==> src/rtl/turn_signal_seq.sv <==
// Turn-signal sequencer: N lamps per side with left/right fill sweep, hazard flash,
// brake override and restart on every mode change. All outputs are registered.
module turn_signal_seq #(
    parameter int unsigned N_LIGHTS = 3,
    parameter int unsigned TICK_DIV = 4
) (
    input  logic                clock,
    input  logic                reset_n,
    input  logic                enable,
    input  logic                left_req,
    input  logic                right_req,
    input  logic                hazard_req,
    input  logic                brake,
    output logic [N_LIGHTS-1:0] lights_left,
    output logic [N_LIGHTS-1:0] lights_right,
    output logic [1:0]          state_o
);

    localparam int unsigned KW = $clog2(N_LIGHTS + 1);
    localparam int unsigned TW = (TICK_DIV > 1) ? $clog2(TICK_DIV) : 1;

    typedef enum logic [1:0] {
        IDLE   = 2'd0,
        LEFT   = 2'd1,
        RIGHT  = 2'd2,
        HAZARD = 2'd3
    } mode_t;

    mode_t               state;
    mode_t               state_nxt;
    mode_t               req_mode;
    logic [KW-1:0]       k;
    logic [KW-1:0]       k_nxt;
    logic [TW-1:0]       tcnt;
    logic [TW-1:0]       tcnt_nxt;
    logic                hp;
    logic                hp_nxt;
    logic                tick;
    logic [N_LIGHTS-1:0] fill_left;
    logic [N_LIGHTS-1:0] fill_right;
    logic [N_LIGHTS-1:0] brake_bank;
    logic [N_LIGHTS-1:0] left_nxt;
    logic [N_LIGHTS-1:0] right_nxt;

    // State register; outputs are registered from the next-state values so a
    // request sampled at an edge shows its first pattern right after that edge.
    always_ff @(posedge clock or negedge reset_n) begin
        if (!reset_n) begin
            state        <= IDLE;
            k            <= '0;
            tcnt         <= '0;
            hp           <= 1'b0;
            lights_left  <= '0;
            lights_right <= '0;
            state_o      <= 2'd0;
        end else begin
            state        <= state_nxt;
            k            <= k_nxt;
            tcnt         <= tcnt_nxt;
            hp           <= hp_nxt;
            lights_left  <= left_nxt;
            lights_right <= right_nxt;
            state_o      <= 2'(state_nxt);
        end
    end

    // Request decode and next-state / sequence counters
    always_comb begin
        state_nxt = state;
        k_nxt     = k;
        tcnt_nxt  = tcnt;
        hp_nxt    = hp;
        req_mode  = IDLE;
        tick      = (tcnt == TW'(TICK_DIV - 1));

        if (hazard_req || (left_req && right_req)) begin
            req_mode = HAZARD;
        end else if (left_req) begin
            req_mode = LEFT;
        end else if (right_req) begin
            req_mode = RIGHT;
        end

        if (!enable) begin
            state_nxt = IDLE;
            k_nxt     = '0;
            tcnt_nxt  = '0;
            hp_nxt    = 1'b0;
        end else if (req_mode != state) begin
            state_nxt = req_mode;
            k_nxt     = KW'(1);
            tcnt_nxt  = '0;
            hp_nxt    = 1'b1;
        end else if (state == IDLE) begin
            tcnt_nxt = '0;
        end else begin
            tcnt_nxt = tick ? '0 : tcnt + TW'(1);
            if (tick) begin
                if (state == HAZARD) begin
                    hp_nxt = ~hp;
                end else begin
                    k_nxt = (k == KW'(N_LIGHTS)) ? '0 : k + KW'(1);
                end
            end
        end
    end

    // Lamp patterns for the next state
    always_comb begin
        fill_left  = '0;
        fill_right = '0;
        left_nxt   = '0;
        right_nxt  = '0;
        brake_bank = brake ? '1 : '0;

        for (int i = 0; i < int'(N_LIGHTS); i++) begin
            fill_left[i]  = (i < int'(k_nxt));
            fill_right[i] = (i >= int'(N_LIGHTS) - int'(k_nxt));
        end

        if (enable) begin
            case (state_nxt)
                LEFT: begin
                    left_nxt  = fill_left;
                    right_nxt = brake_bank;
                end
                RIGHT: begin
                    left_nxt  = brake_bank;
                    right_nxt = fill_right;
                end
                HAZARD: begin
                    left_nxt  = {N_LIGHTS{hp_nxt}};
                    right_nxt = {N_LIGHTS{hp_nxt}};
                end
                default: begin
                    left_nxt  = brake_bank;
                    right_nxt = brake_bank;
                end
            endcase
        end
    end

endmodule

==> config.mk <==
export PLATFORM = sky130hd
export DESIGN_NAME = turn_signal_seq
export DESIGN_NICKNAME = d
export VERILOG_FILES = /design/src/rtl/turn_signal_seq.sv
export SDC_FILE = /design/constraint.sdc
export NUM_CORES = 1
export LEC_CHECK = 0
export BUFFER_PORTS_ARGS = -buffer_cell sky130_fd_sc_hd__buf_2
export CAP_MARGIN = 20
export CORE_ASPECT_RATIO = 1.4
export CORE_MARGIN = 2
export CORE_UTILIZATION = 30
export CTS_CLUSTER_SIZE = 8
export DETAILED_ROUTE_END_ITERATION = 10
export SETUP_SLACK_MARGIN = 0.3
export SYNTH_ARGS = -nofsm -noshare
export SYNTH_HDL_FRONTEND = slang
export SYNTH_SLANG_ARGS = --single-unit
==> constraint.sdc <==
create_clock -name clock -period 1.89 [get_ports clock]
set_input_delay 0.378 -clock clock [delete_from_list [all_inputs] [get_ports clock]]
set_output_delay 0.378 -clock clock [all_outputs]
set_load 0.03 [all_outputs]
# ---- Word-level counts from Yosys, hierarchy flattened
# Cells that the tools add are included.
# W data, S select, Z words.
dict set report word_totals {
  ff_bits 13
  word_cells 51
  out_inout_bits 8
}
dict set report op_classes {
  n_mux 25
  add_sub_neg 3
  bitwise 1
  n_reduce_logical 3
  n_lt_le_gt_ge 6
  n_eq_ne 7
}
# operator count
set ops {}
lappend ops {{$mux W2} 15}
lappend ops {{$pmux W3 S2} 2}
lappend ops {{$eq A2 B2 Y1 const B} 5}
lappend ops {{$mux W3} 3}
lappend ops {{$mux W1} 5}
lappend ops {{$add A2 B1 Y2 const B} 2}
lappend ops {{$lt A1 B2 Y1 const A} 2}
lappend ops {{$ge A1 B3 Y1 const A} 1}
lappend ops {{$ge A2 B3 Y1 const A} 1}
lappend ops {{$ge A3 B3 Y1 const A} 1}
lappend ops {{$sub A2 B2 Y3 const A} 1}
lappend ops {{$eq A2 B1 Y1 const B} 1}
lappend ops {{$logic_not A2 Y1} 1}
lappend ops {{$lt A2 B2 Y1 const A} 1}
lappend ops {{$ne A2 B2 Y1} 1}
lappend ops {{$logic_and A1 B1 Y1} 1}
lappend ops {{$logic_or A1 B1 Y1} 1}
lappend ops {{$not A1 Y1} 1}

# ---- Depth between registers and ports, before layout
dict set report logic_depth {
  depth_word 11
  ltp_mapped 7
  depth_no_buf 6
}

# ---- Worst setup path before layout
# Ideal clock, no wire load.
dict set report synth_path {
  path_kind {flip-flop to flip-flop}
  startpoint {reg state[0]}
  endpoint {reg lights_right[0]}
  path_slack_ns 0.084
  arrival_time_ns 1.670
  setup_time_ns 0.137
  path_stages_with_launch 7
  t_required_ns 1.753
  cell_sequence {dfrtp_1 > buf_6 > or3_1 > a211oi_2 > o21ai_0 > a21boi_0 > o22ai_1}
}
dict set report synth_between {
  elab_chain_len 10
  elab_cells_between_ends 21
  cone_classes {1 x add/sub; 1 x order compare; 4 x eq/ne; 14 x mux; 1 x reduce/logical}
}
# element line_no
set synth_lines {}
lappend synth_lines {{from (decl)} 29} ;# mode_t state;
lappend synth_lines {{from (signal assigned)} 57} ;# state <= state_nxt;
lappend synth_lines {{$eq A2 B2 Y1} 99} ;# if (state == HAZARD) begin
lappend synth_lines {{$mux W2} 99}
lappend synth_lines {{$mux W2} 98} ;# if (tick) begin
lappend synth_lines {{$mux W2} 94} ;# end else if (state == IDLE) begin
lappend synth_lines {{$mux W2} 89} ;# end else if (req_mode != state) begin
lappend synth_lines {{$mux W2} 84} ;# if (!enable) begin
lappend synth_lines {{$sub A2 B2 Y3} 118} ;# fill_right[i] = (i >= int'(N_LIGHTS) - int'(k_nxt));
lappend synth_lines {{$ge A1 B3 Y1} 118}
lappend synth_lines {{$pmux W3 S2 (*)} 122} ;# case (state_nxt)
lappend synth_lines {{$mux W3 (*)} 121} ;# if (enable) begin
lappend synth_lines {{via right_nxt[0]} 43} ;# logic [N_LIGHTS-1:0] right_nxt;
lappend synth_lines {{to (signal assigned)} 62} ;# lights_right <= right_nxt;
lappend synth_lines {{to (decl)} 15} ;# output logic [N_LIGHTS-1:0] lights_right,
# Mark *: on every way through the listed nets, which the timed path passes. The rest lies on a longest branch.

# ---- Worst setup path in the final report
dict set report layout_path {
  startpoint {reg state[0]}
  endpoint {reg lights_left[0]}
}
dict set report layout_between {
  elab_chain_len 9
  elab_cells_between_ends 20
  cone_classes {1 x order compare; 4 x eq/ne; 14 x mux; 1 x reduce/logical}
}
# element line_no
set layout_lines {}
lappend layout_lines {{$eq A2 B2 Y1} 99}
lappend layout_lines {{$mux W2} 99}
lappend layout_lines {{$mux W2} 98}
lappend layout_lines {{$mux W2} 94}
lappend layout_lines {{$mux W2} 89}
lappend layout_lines {{$mux W2} 84}
lappend layout_lines {{$lt A1 B2 Y1} 117} ;# fill_left[i] = (i < int'(k_nxt));
lappend layout_lines {{$pmux W3 S2 (*)} 122}
lappend layout_lines {{$mux W3 (*)} 121}
lappend layout_lines {{via left_nxt[0]} 42} ;# logic [N_LIGHTS-1:0] left_nxt;
lappend layout_lines {{to (signal assigned)} 61} ;# lights_left <= left_nxt;
lappend layout_lines {{to (decl)} 14} ;# output logic [N_LIGHTS-1:0] lights_left,
# Marked as above.

==> reports/results.md <==
Clock tree
* CTS clock-pin slew for the worst setup and hold paths: 0.08 ns
* maximum clock insertion buffer count: 2
* htree depth: 1
* CTS tree: done
* Clock Latency Late Sink: 0.28 ns
* clock tree root buffer cell: sky130_fd_sc_hd__clkbuf_4
* clock net sink count: 13
* number of buffers created by CTS: 3

Timing
* transition time at the pin with the least slew margin: 0.443 ns
* share of the clock period used by the worst path: 88.0%
* Worst Hold Slack: 0.442 ns
* endpoints failing hold: 0
* final number of max-transition violations: 0
* Rel. slew slack: 70.1%
* post-layout min period: 1.66 ns
* achievable clock frequency: 0.601 GHz
* total negative setup slack: 0 ns
* Fin Clk Skew: 0.00302 ns
* unrepaired setup endpoints after global routing: yes
* Setup-failing EPs final: 0

Detailed routing
* count of vias placed by the detailed router: 591
* Post-route DRC: 0
* initial detailed-routing violation count: 15
* total wire length: 1.56 mm
* wire length per cell: 14.0 um
* first-pass detailed-route iteration total: 4
* detail-routed via count per cell: 5.32
* count of nets left with antenna violations after detail routing: 0

Run
* Maximum Capacitance Violations: 0

Power and ir drop
* clock share of power: 27.8%
* Seq pwr share: 49.3%
* power per unit of standard cell area: 687 nW/um2
* internal power: 429 uW
* post-layout total power: 618 uW
* proportion of total power due to net switching: 30.5%
* LEAKAGE: 0.000425 uW
* net switching component of the power: 188 uW
* largest vdd supply drop: 0.000425 V
* proportion of power drawn by combinational gates: 22.9%

Critical path
* WP buf/inv: 1
* endpoint type of the worst setup path: register
* standard cell with the maximum stage delay on the critical path: sky130_fd_sc_hd__dfrtp_2
* type of the worst setup path: register to register
* crit path max fanout: 4
* reg2reg path depth: 6
* CP Depth: 6
* r2r startpoint: state[0]$_DFF_PN0_
* WP data required: 2.03 ns
* biggest cell delay along the critical path: 0.43 ns
* critical path, cell by cell: or3_4 > a211oi_4 > buf_4 > nor2_2 > o211ai_1 > a21oi_1
* cell type group with the largest total delay on the critical path: compound AO/OA/AOI/OAI gates
* crit path DAT: 1.81 ns
* first element of the critical path: state[0]$_DFF_PN0_
* startpoint kind of the worst setup timing path: register

Global route
* pin count of the biggest net entering global routing: 14
* vias in the first global route: 618
* global-route congestion overflow total: 0
* Total GRT Usage: 12.9%
* number of antenna violations at the first check in global routing: 0
* global-route wire length before repair: 2.47 mm

Floorplanning
* die width: 44.4 um
* total core area: 2180 um2
* die height: 60.6 um
* number of placement rows: 20
* Total Die Area: 2690 um2
* number of I/O pins: 15
* starting density of the core: 31.6%

Place
* routability-driven placement congestion ratio: 0.829
* number of buffer cells added on primary ports: 14
* estimated wirelength of the detail-placed design: 1.13 mm

Finish
* share of layout cells above drive strength 1: 44.9%
* # nets final: 99
* number of filler instances in the final layout: 222
* layout-stage area growth over the synthesis result: 30.8%
* Antenna diodes: 0

Outcome
* outcome: finished clean

Yosys
* Gate Count Post-Synth: 68
* syn nets: 77
* Synth Area per Inst: 10.1 um2
* Yosys cell types: 30
* synthesized cell area: 687 um2
* warning count from the yosys run: 0
* flops & latches, synth: 13
* sequential cell area fraction in the yosys report: 47.4%

Worst hold path
* start point of the worst hold path: enable
* hold crit path type: input port to register
* Hold Crit Depth: 3

-- cells in the mapped netlist (all sizes together) --
master | count | area share [%]
a21o | 1 | 1.1
mux2i | 2 | 2.9
and2 | 3 | 2.7
nor3 | 1 | 0.73
and3 | 1 | 0.91
a21boi | 3 | 3.3
ha | 2 | 3.6
inv | 1 | 0.55
nor4 | 1 | 1.8
buf | 3 | 3.5
o211ai | 1 | 1.1
or2 | 4 | 3.6
or3 | 1 | 0.91
mux2 | 1 | 1.6
o21ai | 5 | 3.6
a21oi | 5 | 3.6
nand3 | 1 | 0.73
nor2 | 7 | 3.8
nand4 | 2 | 1.8
a211oi | 1 | 1.8
dfrtp | 13 | 47
o22ai | 2 | 1.8
nor3b | 1 | 1.1
xor2 | 3 | 3.8
nand2 | 3 | 2.0
-- stage by stage --
stage | std cells | setup slack (ns) | util, % | area, um2
final | 111 | 0.227 | 41.3 | 898
after global routing | 111 | 0.118 | 41.3 | 898
after CTS | 110 | 0.216 | 40.1 | 873
after detailed placement | 102 | 0.0325 | 35.8 | 779
after global placement | 102 | 0.0648 | 35.8 | 779
after floorplan | 68 | 0.148 | - | 702
-- final cells by class --
cell class                      instances  area [um2]  share of cell area [%]
Inverter                                1        3.75                   0.418
Tap cell                               22        27.5                    3.06
Clock buffer                            4        26.3                    2.92
Sequential cell                        13         327                    36.4
Multi-Input combinational cell         51         393                    43.7
Timing Repair Buffer                   20         121                    13.5
-- layout by cell type, fill, tap and decap left out, types with 3 or more instances in the layout --
master                      n
sky130_fd_sc_hd__a21oi_1    3
sky130_fd_sc_hd__or2_2      3
sky130_fd_sc_hd__dfrtp_1   12
sky130_fd_sc_hd__buf_4      4
sky130_fd_sc_hd__clkbuf_4   3
sky130_fd_sc_hd__xor2_1     3
sky130_fd_sc_hd__and2_1     3
sky130_fd_sc_hd__o21ai_0    4
sky130_fd_sc_hd__buf_2     14
sky130_fd_sc_hd__nor2_1     6
-- cell families (layout without fill, tap and decap cells) --
logic type | count (synthesis) | in the layout | synth area share [%]
mux | 3 | 3 | 4.55
xor+xnor | 3 | 3 | 3.83
flops | 13 | 13 | 47.4
simple gates | 25 | 25 | 20.2
compound gates | 18 | 18 | 16.4
buf+inv | 4 | 25 | 4.01
fa+ha+maj | 2 | 2 | 3.64
-- what timing repair did --
action,4_1_cts,5_1_grt
pin swaps,10,4
gates resized for setup,10,3
setup buffers,3,1
hold buffers,1,0
hold endpoints to repair,13,0
setup endpoints to repair,9,9
-- routing by layer --
| layer | vias up | wire, um | track usage [%] | part of all wire [%] |
|---|---|---|---|---|
| met5 | - | 0 | 0 | 0 |
| met4 | 0 | 126 | 12.6 | 8.1 |
| met3 | 11 | 47 | 2.68 | 3.0 |
| met2 | 19 | 786 | 21.6 | 50 |
| met1 | 281 | 597 | 13.0 | 38 |
| li1 | 280 | - | - | - |
-- power by group through the flow --
stage	Sequential (uW)	Combinational, uW	Clock (uW)
2_1_floorplan	335	58.8	0
3_3_place_gp	310	115	0
3_5_place_dp	311	117	0
4_1_cts	304	137	175
5_1_grt	306	155	195
6_report	304	141	172
-- registers in the layout, summed over array words and instances, names as in the netlist --
name	flops
hp	1
state	2
tcnt	2
lights_right	3
k	2
lights_left	3
-- worst paths after layout --
| kind | slack, ns | endpoint |
|---|---|---|
| worst max-delay path | 0.23 | lights_left[0]$_DFF_PN0_ |
| worst min-delay path | 0.44 | tcnt[0]$_DFF_PN0_ |
| worst max register to register | 0.23 | lights_left[0]$_DFF_PN0_ |
| worst min register to register | 0.49 | tcnt[0]$_DFF_PN0_ |
| max in group asynchronous | 1.13 | state[0]$_DFF_PN0_ |
| min in group asynchronous | 0.51 | k[0]$_DFF_PN0_ |
-- worst min-delay path: cells and delay by family --
kind                   cells  cell delay [ns]
buffers and inverters      1             0.17
and+or+nand+nor            2             0.14
(Power assumes the default switching activity.)
